File: src/rtl/score_hex_display.sv
// Display-side reader for a two-digit BCD score counter: samples the digits and
// win flag, drives two active-low 7-segment digits, flashes on change, blinks on win.
module score_hex_display #(
    parameter int FLASH_CYCLES = 4,
    parameter int BLINK_HALF   = 3,
    parameter bit BLANK_LZ     = 1'b1
) (
    input  logic       clk,
    input  logic       resetN,
    input  logic       enable,
    input  logic [3:0] countL,
    input  logic [3:0] countH,
    input  logic       tc,
    output logic [6:0] hexL,
    output logic [6:0] hexH,
    output logic       scoreChanged,
    output logic       win,
    output logic       bcdErr
);

    localparam int MAX_COUNT = (FLASH_CYCLES > BLINK_HALF) ? FLASH_CYCLES : BLINK_HALF;
    localparam int CW        = (MAX_COUNT > 1) ? $clog2(MAX_COUNT) : 1;

    localparam logic [CW-1:0] FLASH_LAST = CW'(FLASH_CYCLES - 1);
    localparam logic [CW-1:0] BLINK_LAST = CW'(BLINK_HALF - 1);

    localparam logic [6:0] SEG_BLANK = 7'h7F;
    localparam logic [6:0] SEG_ERR   = 7'h06;

    typedef enum logic [1:0] {
        SHOW  = 2'd0,
        FLASH = 2'd1,
        WIN   = 2'd2
    } state_t;

    state_t        state, state_n;
    logic [CW-1:0] cnt, cnt_n;
    logic          phase, phase_n;

    logic [3:0] samp_l, samp_h;
    logic       samp_tc;
    logic [3:0] disp_l, disp_h;
    logic       disp_tc;
    logic       changed;
    logic       changed_q;
    logic       err_q;

    function automatic logic [6:0] seg7(input logic [3:0] d);
        logic [6:0] s;
        case (d)
            4'd0:    s = 7'h40;
            4'd1:    s = 7'h79;
            4'd2:    s = 7'h24;
            4'd3:    s = 7'h30;
            4'd4:    s = 7'h19;
            4'd5:    s = 7'h12;
            4'd6:    s = 7'h02;
            4'd7:    s = 7'h78;
            4'd8:    s = 7'h00;
            4'd9:    s = 7'h10;
            default: s = SEG_ERR;
        endcase
        return s;
    endfunction

    // Input stage: one register between the counter and the comparison.
    // NOTE: sequential state uses <= so every register samples pre-edge values.
    always_ff @(posedge clk or negedge resetN) begin
        if (!resetN) begin
            samp_l  <= '0;
            samp_h  <= '0;
            samp_tc <= 1'b0;
        end else begin
            samp_l  <= countL;
            samp_h  <= countH;
            samp_tc <= tc;
        end
    end

    assign changed = (samp_l != disp_l) || (samp_h != disp_h);

    // Display stage: latch the sampled value and flag a change for one clock.
    always_ff @(posedge clk or negedge resetN) begin
        if (!resetN) begin
            disp_l    <= '0;
            disp_h    <= '0;
            disp_tc   <= 1'b0;
            changed_q <= 1'b0;
            err_q     <= 1'b0;
        end else begin
            disp_l    <= samp_l;
            disp_h    <= samp_h;
            disp_tc   <= samp_tc;
            changed_q <= changed;
            err_q     <= err_q || (samp_l > 4'd9) || (samp_h > 4'd9);
        end
    end

    always_ff @(posedge clk or negedge resetN) begin
        if (!resetN) begin
            state <= SHOW;
            cnt   <= '0;
            phase <= 1'b1;
        end else begin
            state <= state_n;
            cnt   <= cnt_n;
            phase <= phase_n;
        end
    end

    // NOTE: every output of this block gets a default first, so no latch is inferred.
    always_comb begin
        state_n = state;
        cnt_n   = cnt;
        phase_n = phase;
        case (state)
            SHOW: begin
                if (samp_tc) begin
                    state_n = WIN;
                    cnt_n   = '0;
                    phase_n = 1'b1;
                end else if (changed) begin
                    state_n = FLASH;
                    cnt_n   = '0;
                end
            end
            FLASH: begin
                if (samp_tc) begin
                    state_n = WIN;
                    cnt_n   = '0;
                    phase_n = 1'b1;
                end else if (changed) begin
                    cnt_n = '0;
                end else if (cnt == FLASH_LAST) begin
                    state_n = SHOW;
                    cnt_n   = '0;
                end else begin
                    cnt_n = cnt + 1'b1;
                end
            end
            WIN: begin
                // Score changes are absorbed here: the blink cadence never restarts.
                if (cnt == BLINK_LAST) begin
                    cnt_n   = '0;
                    phase_n = ~phase;
                end else begin
                    cnt_n = cnt + 1'b1;
                end
            end
            default: begin
                state_n = SHOW;
                cnt_n   = '0;
                phase_n = 1'b1;
            end
        endcase
    end

    logic blank_all;
    logic blank_tens;

    assign blank_all  = !enable || (state == FLASH) || ((state == WIN) && !phase);
    assign blank_tens = BLANK_LZ && (disp_h == 4'd0);

    assign hexL         = blank_all ? SEG_BLANK : seg7(disp_l);
    assign hexH         = (blank_all || blank_tens) ? SEG_BLANK : seg7(disp_h);
    assign scoreChanged = changed_q;
    assign win          = (state == WIN);
    assign bcdErr       = err_q;

    // disp_tc mirrors the win flag alongside the digits; the FSM acts on samp_tc.
    logic unused_ok;
    assign unused_ok = disp_tc;

endmodule

File: config.mk
export PLATFORM = sky130hd
export DESIGN_NAME = score_hex_display
export DESIGN_NICKNAME = d
export VERILOG_FILES = /design/src/rtl/score_hex_display.sv
export SDC_FILE = /design/constraint.sdc
export NUM_CORES = 1
export LEC_CHECK = 0
export BUFFER_PORTS_ARGS = -buffer_cell sky130_fd_sc_hd__buf_2
export CAP_MARGIN = 10
export CORE_AREA = 2 2 59 72
export DETAILED_ROUTE_END_ITERATION = 6
export DIE_AREA = 0 0 61 74
export PLACE_DENSITY = 0.57
export SLEW_MARGIN = 20
export SYNTH_ARGS = -nofsm -noshare
export SYNTH_HDL_FRONTEND = slang
export SYNTH_SLANG_ARGS = --single-unit
File: constraint.sdc
create_clock -name clk -period 1.6 [get_ports clk]
set_input_delay 0.16 -clock clk [delete_from_list [all_inputs] [get_ports clk]]
set_output_delay 0.16 -clock clk [all_outputs]
set_load 0.01 [all_outputs]
After elaboration in Yosys (flattened, before gate mapping)
Memory sizes are Yosys's and may differ from the RTL's.
Cells that the tools add are included.
- add/sub/neg operators: 1
- $lt $le $gt $ge: 2
- equal/unequal tests: 11
- muxes and demuxes: 18
- bitwise operators: 2
- reductions and logical operators: 14
- operators with widths (cell ; number):
    $mux 2 ; 11
    $mux 7 ; 2
    $pmux 2 s3 ; 2
    $ne 3x3->1 const B ; 3
    $gt 4x4->1 const B ; 2
    $ne 4x4->1 ; 2
    $eq 2x2->1 const B ; 3
    $logic_or 1x1->1 ; 6
    $logic_not 4->1 ; 1
    $ne 2x1->1 const B ; 2
    $reduce_and 4->1 ; 1
    $add 2x1->2 const B ; 1
    $eq 2x1->1 const B ; 1
    $logic_not 1->1 ; 2
    $logic_not 2->1 ; 1
    $mux 1 ; 2
    $not 1->1 ; 2
    $pmux 1 s2 ; 1
    $reduce_and 2->1 ; 1
    $reduce_or 2->1 ; 1
    $logic_and 1x1->1 ; 1
- flip-flop bits (word level): 24
- memory bits (read-only): 224
- input bits: 12
- output and inout port bits: 17
- logic and storage cells: 60
- memories: 2
- memories (name ; words ; width ; read ports ; clocked after memory_dff ; write ports ; RTL line ; source):
    (no name shown) ; 16 ; 7 ; 1 ; 0 ; 0 ; 50 ; case (d)
    (no name shown) ; 16 ; 7 ; 1 ; 0 ; 0 ; 50 ;

Longest topological paths before layout
Gate-level depths: netlist of the first run.
- depth in word-level cells: 5
- mapped depth: 7

Worst setup path before layout of the first run
No wires, ideal clock.
- path kind: register to output
- from: register state[0]
- to: output hexH[0]
- data arrival time: 1554 ps
- required time: 1440 ps
- path slack: -114 ps
- stages on the path, launching flop included: 7
- path buffers: 1
- path through: dfrtp_1 inv_1 ha_1 nor2b_1 nor3b_1 buf_2 o21ai_0
- word-level cells in the longest chain between the ends: 5
- elaborated cells between the ends (all ways): 7
- ends and longest elaborated chain (what ; RTL line ; source):
    start: declaration ; 36 ; state_t state, state_n;
    start signal: assignment ; 105 ; state <= state_n;
    $eq 2x2->1 ; n/a ;
    via win ; 17 ; output logic win,
    $logic_and 1x1->1 ; 161 ; assign blank_all = !enable || (state == FLASH) || ((state == WIN) && !phase);
    $logic_or 1x1->1 ; 161 ;
    $logic_or 1x1->1 ; 165 ; assign hexH = (blank_all || blank_tens) ? SEG_BLANK : seg7(disp_h);
    $mux 7 ; 165 ;
    end: declaration ; 15 ; output logic [6:0] hexH,
The timed path passes the listed nets, and every way through them passes these cells.

Worst setup path after layout of the first run
- from: register state[0]
- to: output hexL[4]
- word-level cells in the longest chain between the ends: 4
- elaborated cells between the ends (all ways): 6
- ends and longest elaborated chain (what ; RTL line ; source):
    $eq 2x1->1 or $eq 2x2->1 (tied branches) ; 161 ;
    $logic_or 1x1->1 or $logic_and 1x1->1 (tied branches) ; 161 ;
    $logic_or 1x1->1 (*) ; 161 ;
    $mux 7 (*) ; 164 ; assign hexL = blank_all ? SEG_BLANK : seg7(disp_l);
    end: declaration ; 14 ; output logic [6:0] hexL,
Mark *: on every way between the ends. The rest lies on a longest branch, timed or not.

==> results of run 1 <==
==> registers in the layout, indices dropped and copies added (netlist names) <==
register      count
samp_l            4
phase             1
bcdErr            1
state             2
samp_tc           1
samp_h            4
disp_h            4
disp_l            4
scoreChanged      1
cnt               2
==> worst max-delay path, cell delays in order, from the launching register on <==
cell      delay (ns)
dfrtp_1         0.40
buf_4           0.15
ha_4            0.16
nor3b_4         0.25
buf_6           0.16
o311ai_2        0.10
buf_2           0.15
==> cells in the mapped netlist <==
cell / instances / area (sq um)
o22ai_1: 3 / 18.8
buf_2: 3 / 15.0
nor3_1: 4 / 20.0
a311oi_1: 1 / 8.76
o221ai_1: 1 / 8.76
nand3_1: 2 / 10.0
nor2b_1: 3 / 18.8
o21ai_0: 14 / 70.1
and3_1: 2 / 12.5
o311ai_0: 1 / 8.76
nor4_4: 2 / 42.5
ha_1: 16 / 200
a32oi_1: 2 / 17.5
o21bai_1: 2 / 15.0
xor2_2: 3 / 48.8
a22o_1: 1 / 8.76
nand2_1: 11 / 41.3
inv_1: 14 / 52.6
clkbuf_1: 2 / 7.51
a21boi_0: 1 / 7.51
o21ai_1: 2 / 10.0
nor3b_1: 1 / 7.51
nand2b_1: 2 / 12.5
a41o_1: 1 / 10.0
o211ai_1: 1 / 7.51
dfrtp_1: 23 / 576
nor2_1: 9 / 33.8
o31ai_1: 1 / 7.51
o31a_1: 1 / 8.76
mux2i_1: 1 / 10.0
and2b_2: 1 / 8.76
nand3b_1: 1 / 7.51
xor2_1: 5 / 43.8
a21oi_1: 8 / 40.0
buf_6: 1 / 11.3
dfstp_2: 1 / 26.3
==> power breakdown <==
part / total [mW] / switching, mW / internal [mW]
combinational: 0.825 / 0.432 / 0.393
clock: 0.522 / 0.188 / 0.334
sequential: 0.711 / 0.0541 / 0.657
==> routing by layer <==
metal  part of all wire  wire length [um]
met1               0.44              1320
met5                  0                 0
met2               0.53              1600
met4             0.0079                24
met3              0.027                81
==> final cells by class <==
cell class	count	area, sq um	share of cell area
multi-input combinational	103	835	0.416
sequential	24	604	0.301
timing repair buffer	54	374	0.187
tap	54	67.6	0.0337
inverter	14	52.6	0.0262
clock buffer	3	41.3	0.0206
clock inverter	1	30.0	0.0150
==> worst max path at each step <==
stage                         start  endpoint  cells past startpoint
5_1_grt        state[0]$_DFFE_PN0P_   hexL[4]                      6
2_1_floorplan  state[0]$_DFFE_PN0P_   hexH[0]                      6
3_5_place_dp   state[0]$_DFFE_PN0P_   hexL[4]                      7
4_1_cts        state[1]$_DFFE_PN0P_   hexL[4]                      6
3_3_place_gp   state[0]$_DFFE_PN0P_   hexL[4]                      7
6_report       state[0]$_DFFE_PN0P_   hexL[4]                      6
==> through the flow <==
step,setup TNS (ns),hold slack [ns]
after global placement,0,0.167
final,-2.34,0.403
after detailed placement,0,0.181
after global routing,-3.14,0.433
after floorplan,0,-0.136
after CTS,-2.82,0.409
==> repair_timing <==
| item | in CTS | in global routing |
|---|---|---|
| endpoints found under the setup margin | 14 | 18 |
| gates cloned | 1 | 0 |
| hold buffers | 10 | 0 |
| endpoints found under the hold margin | 32 | 0 |
| gates resized for setup | 19 | 10 |
| setup buffers | 2 | 5 |
| pin swaps | 3 | 3 |
==> kinds of logic after synthesis <==
| kind of cell | share of synthesized area |
|---|---|
| XOR/XNOR | 0.0637 |
| adder cells (fa/ha/maj) | 0.138 |
| flip-flops | 0.414 |
| buffers and inverters | 0.0594 |
| AO/OA/AOI/OAI | 0.170 |
| AND/OR/NAND/NOR | 0.148 |
| multiplexers | 0.00688 |
==> reports/results.ini, run 1 <==
[timing]
hold_viol_final = 0
setup_violations = 14
fin_worst_skew_ns = 0.00243
post-route-period-util = 1.13
relSlewSlack = 0.648
slew_violations = 0
fin_crit_ns = 1.81
rsz0062_at_grt = true
tightest_slew_ns = 0.528
clock.fmax_mhz = 552
layout_setup_ws_ns = -0.213

[worst_setup_path]
worstSetupStartpointType = register
worstPathArrival_ns = 1.65
r2r_cells = 4
r2r_end = state[1]$_DFFE_PN0P_
regToRegStartpoint = disp_h[1]$_DFF_PN0_
crit_fanout = 7
cp-end-kind = primary output
required_ns = 1.44
critPathKind = register to primary output
reg2reg_slack_ns = 0.11

[die]
die-height_um = 74
rows = 25
dieArea_sq_um = 4510
start_util = 0.378
core_area_sq_um = 3850
ioPinCount = 29
die_w_um = 61

[routing]
wl_per_cell_um = 11.9
avgViaCountPerCell = 4.79
totalWireLength_um = 3020
ant_nets = 0
dr.pass1.iters = 4
drc = 0
drt-initial-drc-count = 91
routed-via-count = 1212

[place]
postPlaceCellArea_sq_um = 1700
post-place-ws_ns = 0.0299
port_buffers = 28
dp.cells = 231
dp_hpwl_um = 2170
place.gp.congestion = 0.781

[cells_and_area]
final_cell_mix = 27 x buf_2, 21 x dfrtp_1, 14 x buf_4
fillers = 355
n_antenna_cell = 0
layout_commonest_cell = buf_2
final_core_util = 0.521
synthToLayoutAreaGrowth_pct = 37.9
fin_area_sq_um = 2000
nets = 228
final_cells = 253
drive_gt1_frac = 0.357

[power]
peakVddDrop_mv = 0.563
p_leak_nw = 0.894
power_mw = 2.06
power-per-cell-area_nw_per_um2 = 1030

[global_route]
grt_max_degree = 25
overflow = 0
gr-usage-all-layers = 0.147
busiest_layer = met2
met1_usage = 0.177
use_met3 = 0.0122
antenna_found_initial = 0
grt_first_pass_wirelength_um = 5080
grt_pass1_vias = 1216
use_met2 = 0.265

[hold_path]
hold_path.class = primary input to async pin

[clocking]
clk_pin_slew_ns = 0.08
max-clock-path-buffers = 2
cts_tree = yes
cts_buffers = 3
cts_num_sinks = 24
ctsHtreeMaxLevel = 1
worstSkewPairLatency_ns = 0.26
cts_root_buf = clkbuf_8

[synthesis]
synth_cell_type_count = 36
synth_seq_cells = 24
syn-mean-instance-area_sq_um = 9.89
ys_seq_area_frac = 0.414
yosys_warnings = 0
synth_area_sq_um = 1450
netlist_instances = 147
syn-num-nets = 175

[flow_run]
cap_violations = 0

[outcome]
failed_checks = setup timing
status = finished with violations

Power figures use the tool's default switching activity.
==> inputs of run 2 (changes only) <==
CORE_AREA = 2 2 67 63   (was 2 2 59 72)
DIE_AREA = 0 0 69 65   (was 0 0 61 74)
PLACE_DENSITY = 0.58   (was 0.57)
==> run 2 against run 1 <==
  * The run still ends with setup timing left
  * Combinational power grew 8.0%
  * Sequential power about the same
  * Wire length up 2.4%
  * Total power down 4.9%
  * Critical path depth unchanged
  * Utilization up 0.18 points
  * Non-clock buffer count rose by 2
  * Die area is 0.64% lower
  * Clock skew grew 0.0010 ns
==> reports/results.ini, run 2 (same netlist as run 1, synthesis figures left out) <==
[outcome]
status = finished with violations
failed_checks = setup timing

[timing]
rsz0062_at_grt = true
fin_worst_skew_ns = 0.00345  ; +0.00101 ns
tightest_slew_ns = 0.517  ; -0.0108 ns
clock.fmax_mhz = 559  ; +1.4%
fin_crit_ns = 1.79  ; -0.0242 ns
layout_setup_ws_ns = -0.189  ; +0.0242 ns
slew_violations = 0  ; unchanged
setup_tns_ns = -2.11  ; +0.234 ns
post-route-period-util = 1.12  ; -0.0151
hold_viol_final = 0  ; unchanged
setup_violations = 14  ; unchanged
relSlewSlack = 0.656  ; +0.00721

[routing]
dr.pass1.iters = 4  ; unchanged
routed-via-count = 1224  ; +0.99%
drc = 0  ; unchanged
avgViaCountPerCell = 4.92  ; +2.6%
drt-initial-drc-count = 19  ; -79%
ant_nets = 0  ; unchanged
wl_per_cell_um = 12.4  ; +4.1%
totalWireLength_um = 3090  ; +2.4%

[worst_setup_path]
worstPathArrival_ns = 1.63  ; -0.02 ns
cp_slowest_cell = dfrtp_1
required_ns = 1.44  ; about the same
cp-end-kind = primary output
crit_fanout = 7  ; unchanged
worstSetupStartpointType = register
critPathKind = register to primary output
crit_chain = buf_4 > ha_4 > nor3b_4 > buf_6 > o21ai_0 > buf_2
max_stage_delay_ns = 0.40  ; about the same

[power]
p_sw_frac = 0.349  ; +0.0211
peakVddDrop_mv = 0.623  ; +11%
pwr-share-clk = 0.181  ; -0.073
internal_power_mw = 1.27  ; -7.9%
power-per-cell-area_nw_per_um2 = 972  ; -5.4%
pwr-share-seq = 0.364  ; +0.019
p_sw_uw = 682  ; +1.2%
p_comb_frac = 0.455  ; +0.054
p_leak_nw = 0.894  ; about the same

[die]
rows = 22  ; -12%
ioPinCount = 29  ; unchanged
start_util = 0.377  ; -0.000613
die-height_um = 65  ; -12%
core_area_sq_um = 3850  ; +0.16%
die_w_um = 69  ; +13%
dieArea_sq_um = 4490  ; -0.64%

[global_route]
grt_max_degree = 25  ; unchanged
use_met3 = 0.0233  ; +0.0112
met1_usage = 0.166  ; -0.0108
gr-usage-all-layers = 0.134  ; -0.0131
grt_pass1_vias = 1178  ; -3.1%
antenna_found_initial = 0  ; unchanged
grt_first_pass_wirelength_um = 5010  ; -1.4%
use_met2 = 0.242  ; -0.0236
busiest_layer = met2
overflow = 0  ; unchanged

[clocking]
clk_pin_slew_ns = 0.08  ; about the same
cts_buffers = 3  ; unchanged
cts_num_sinks = 24  ; unchanged
max-clock-path-buffers = 2  ; unchanged
cts_tree = yes
ctsHtreeMaxLevel = 1  ; unchanged
worstSkewPairLatency_ns = 0.26  ; about the same
cts_root_buf = clkbuf_8

[cells_and_area]
final_cell_mix = 28 x buf_2, 21 x dfrtp_1, 15 x buf_4
final_core_util = 0.523  ; +0.00175
n_antenna_cell = 0  ; unchanged
nets = 230  ; +0.88%
layout_commonest_cell = buf_2
synthToLayoutAreaGrowth_pct = 38.6
drive_gt1_frac = 0.363  ; +0.00640

[hold_path]
hold_path.class = primary input to async pin

[place]
dp_hpwl_um = 2180  ; +0.35%
port_buffers = 28  ; unchanged
place.gp.congestion = 0.797  ; +2.1%

[flow_run]
cap_violations = 0  ; unchanged

run 2: cell count changes in the layout (fill, tap and decap cells not counted), sizes merged:
cell    before  now
clkbuf       3    4
bufinv       1    0
buf         44   46
run 2: worst max-delay path: cells and delay by family (launching register included):
kind            cells  cell delay [ns]
fa+ha+maj           1             0.16
compound gates      1             0.09
buf+inv             3             0.47
flops               1             0.40
simple gates        1             0.25
run 2: metal layers:
| layer | vias up | part of all wire |
|---|---|---|
| met1 | 583 | 0.44 |
| met4 | 0 | 0.0055 |
| met5 | - | 0 |
| met2 | 28 | 0.52 |
| met3 | 2 | 0.036 |
| li1 | 611 | - |
run 2: metrics by stage:
stage / instance area [sq um] / worst slack (ns) / cells / hold WS, ns / power (mW)
after floorplan: 1460 / 0.0778 / 147 / -0.136 / 1.16
after global placement: 1690 / 0.0976 / 225 / 0.164 / 1.36
after detailed placement: 1690 / 0.0293 / 225 / 0.168 / 1.38
after CTS: 1900 / -0.189 / 242 / 0.00274 / 1.87
after global routing: 2010 / -0.232 / 249 / 0.441 / 2.09
final: 2010 / -0.189 / 249 / 0.403 / 1.96
run 2: cell type report:
type / instances / area [sq um]
fill: 349 / 1840
multi-input combinational: 103 / 866
sequential: 24 / 604
timing repair buffer: 56 / 387
tap: 48 / 60.1
inverter: 14 / 52.6
clock buffer: 4 / 45.0
run 2: worst paths after layout:
path | startpoint | end | slack [ns] | depth (start not counted)
setup / recovery | state[0]$_DFFE_PN0P_ | hexH[6] | -0.19 | 6
hold / removal | resetN | disp_l[3]$_DFF_PN0_ | 0.40 | 2
setup reg to reg | disp_h[0]$_DFF_PN0_ | cnt[1]$_DFFE_PN0P_ | 0.02 | 5
hold reg to reg | samp_l[0]$_DFF_PN0_ | disp_l[0]$_DFF_PN0_ | 0.42 | 0
max in group asynchronous | resetN | disp_l[0]$_DFF_PN0_ | 0.82 | 2
min in group clk | samp_l[0]$_DFF_PN0_ | disp_l[0]$_DFF_PN0_ | 0.42 | 0
run 2: timing repair:
| action | 4_1_cts | 5_1_grt |
|---|---|---|
| endpoints found under the setup margin | 14 | 16 |
| cloned | 1 | 0 |
| hold buffers | 8 | 2 |
| pin swaps | 3 | 5 |
| setup buffers | 4 | 5 |
| hold endpoints to repair | 30 | 2 |
| gates resized for setup | 19 | 13 |
run 2: power by group through the flow:
stage	registers [mW]	clock network [mW]	logic, mW
final	0.712	0.354	0.891
after global routing	0.719	0.394	0.978
after CTS	0.712	0.362	0.792
after detailed placement	0.721	0	0.661
after global placement	0.717	0	0.645
after floorplan	0.705	0	0.456
==> inputs of run 3 (changes only) <==
CORE_AREA = 2 2 71 59   (was 2 2 67 63)
DIE_AREA = 0 0 73 61   (was 0 0 69 65)
==> run 3 against run 2 <==
  * The run still ends with setup timing left
  * Clock skew rose by 0.0026 ns
  * Final cell count fell by 4.0%
  * Clock power rose by 12%
==> reports/results.ini, run 3 (same netlist as run 1, synthesis figures left out) <==
[power]
power_mw = 1.90  ; -2.9%
pwr-share-seq = 0.375  ; +0.011
p_comb_frac = 0.417  ; -0.038
pwr-share-clk = 0.208  ; +0.027
p_sw_uw = 654  ; -4.1%
internal_power_mw = 1.25  ; -2.3%
p_leak_nw = 0.865  ; -3.3%
p_sw_frac = 0.344  ; -0.00429
peakVddDrop_mv = 0.612  ; -1.8%
power-per-cell-area_nw_per_um2 = 972  ; about the same

[routing]
totalWireLength_um = 2950  ; -4.5%
drt-initial-drc-count = 43  ; +24
ant_nets = 0  ; unchanged
wl_met3_um = 113  ; +1.8%
wl_met1_um = 1490  ; +8.5%
avgViaCountPerCell = 5.07  ; +3.2%
dr_wl_met2_um = 1300  ; -19%
drc = 0  ; unchanged
routed-via-count = 1212  ; -0.98%
dr.pass1.iters = 6  ; +2
wl_per_cell_um = 12.4  ; -0.53%
routed.top_layer = met4

[timing]
timing.hold.ws_ns = 0.399  ; -0.00467 ns
clock.fmax_mhz = 569  ; +1.8%
slew_violations = 0  ; unchanged
tightest_slew_ns = 0.512  ; -0.00434 ns
relSlewSlack = 0.658  ; +0.00289
post-route-period-util = 1.10  ; -0.0200
fin_crit_ns = 1.76  ; -0.0320 ns
setup_tns_ns = -1.90  ; +0.204 ns
hold_viol_final = 0  ; unchanged
fin_worst_skew_ns = 0.00609  ; +0.00264 ns
layout_setup_ws_ns = -0.157  ; +0.0320 ns
rsz0062_at_grt = true
setup_violations = 14  ; unchanged

[die]
dieArea_sq_um = 4450  ; -0.71%
die-height_um = 61  ; -6.2%
core_area_sq_um = 3730  ; -3.2%
rows = 20  ; -9.1%
start_util = 0.390  ; +0.0127
die_w_um = 73  ; +5.8%
ioPinCount = 29  ; unchanged

[global_route]
grt_pass1_vias = 1125  ; -4.5%
overflow = 0  ; unchanged
grt_first_pass_wirelength_um = 5080  ; +1.4%
grt_max_degree = 25  ; unchanged
antenna_found_initial = 0  ; unchanged
gr-usage-all-layers = 0.150  ; +0.0157

[cells_and_area]
final_cell_mix = 28 x buf_2, 21 x dfrtp_1, 12 x o21ai_0
final_cells = 239  ; -4.0%
nets = 224  ; -2.6%
fillers = 346  ; -0.86%
multiInputGateArea_sq_um = 851  ; -1.7%
n_antenna_cell = 0  ; unchanged
synthToLayoutAreaGrowth_pct = 34.4
layout_commonest_cell = buf_2
fin_area_sq_um = 1950  ; -3.0%
drive_gt1_frac = 0.344  ; -0.0196
register_area_sq_um = 604  ; unchanged
final_core_util = 0.524  ; +0.00143

[clocking]
cts_num_sinks = 24  ; unchanged
clk_pin_slew_ns = 0.08  ; about the same
ctsHtreeMaxLevel = 1  ; unchanged
worstSkewPairLatency_ns = 0.26  ; about the same
max-clock-path-buffers = 2  ; unchanged
cts_tree = yes
cts_buffers = 3  ; unchanged
cts_root_buf = clkbuf_8

[worst_setup_path]
required_ns = 1.44  ; about the same
regToRegStartpoint = disp_l[0]$_DFF_PN0_
r2r_cells = 6  ; +1
cp-end-kind = primary output
crit_fanout = 7  ; unchanged
crit_start = state[0]$_DFFE_PN0P_
worstSetupStartpointType = register
worstPathArrival_ns = 1.60  ; -0.03 ns
critPathKind = register to primary output

[flow_run]
cap_violations = 0  ; unchanged

[place]
postPlaceCellArea_sq_um = 1680  ; -0.30%
port_buffers = 28  ; unchanged
dp_hpwl_um = 2160  ; -0.78%
post-place-ws_ns = 0.0135  ; -0.0157 ns
place.gp.congestion = 0.820  ; +2.9%
dp.cells = 221  ; -1.8%

[outcome]
failed_checks = setup timing
status = finished with violations

[hold_path]
hold_path.class = primary input to async pin

-- run 3: cell types whose count changed in the layout (fill, tap and decap cells not counted), moves of 2 or more --
cell	previous run	this run
buf_4	15	11
buf_6	3	1
inv_1	11	9
o21ai_0	9	12
o21ai_1	6	4
-- run 3: what timing repair did --
item                       in CTS  in global routing
hold endpoints to repair       31                  1
cloned                          1                  0
pin swaps                       3                  3
buffers inserted                1                  2
setup endpoints to repair      14                 17
resized for setup              12                 15
hold buffers                    9                  1
-- run 3: layer usage --
layer	up-vias	global-route usage
met5	-	0
met4	0	0.0847
met3	4	0.0316
met2	37	0.225
met1	571	0.202
li1	600	-
-- run 3: final cells by class --
class | instances | share of cell area
Inverter | 14 | 0.0282
Tap cell | 44 | 0.0282
Sequential cell | 24 | 0.309
Multi-Input combinational cell | 103 | 0.435
Clock buffer | 4 | 0.0282
Timing Repair Buffer | 50 | 0.171
-- run 3: worst max-delay path, cell delays in order (launching register included) --
cell and delay, ns:
dfrtp_1 0.39, buf_4 0.15, ha_4 0.16, nor3b_4 0.23
buf_4 0.18, o21ai_1 0.08, buf_2 0.14
-- run 3: worst paths after layout --
kind	to	slack, ns
setup / recovery	hexL[5]	-0.16
hold / removal	samp_l[3]$_DFF_PN0_	0.40
setup reg to reg	cnt[0]$_DFFE_PN0P_	0.10
hold reg to reg	disp_h[0]$_DFF_PN0_	0.40
max in group asynchronous	disp_h[1]$_DFF_PN0_	0.83
min in group clk	disp_h[0]$_DFF_PN0_	0.40
-- run 3: power groups by stage --
stage          clock network (mW)  logic, mW  registers (mW)
3_5_place_dp                    0      0.660           0.719
4_1_cts                     0.415      0.731           0.711
6_report                    0.396      0.792           0.712
2_1_floorplan                   0      0.456           0.705
3_3_place_gp                    0      0.647           0.717
5_1_grt                     0.440      0.886           0.720
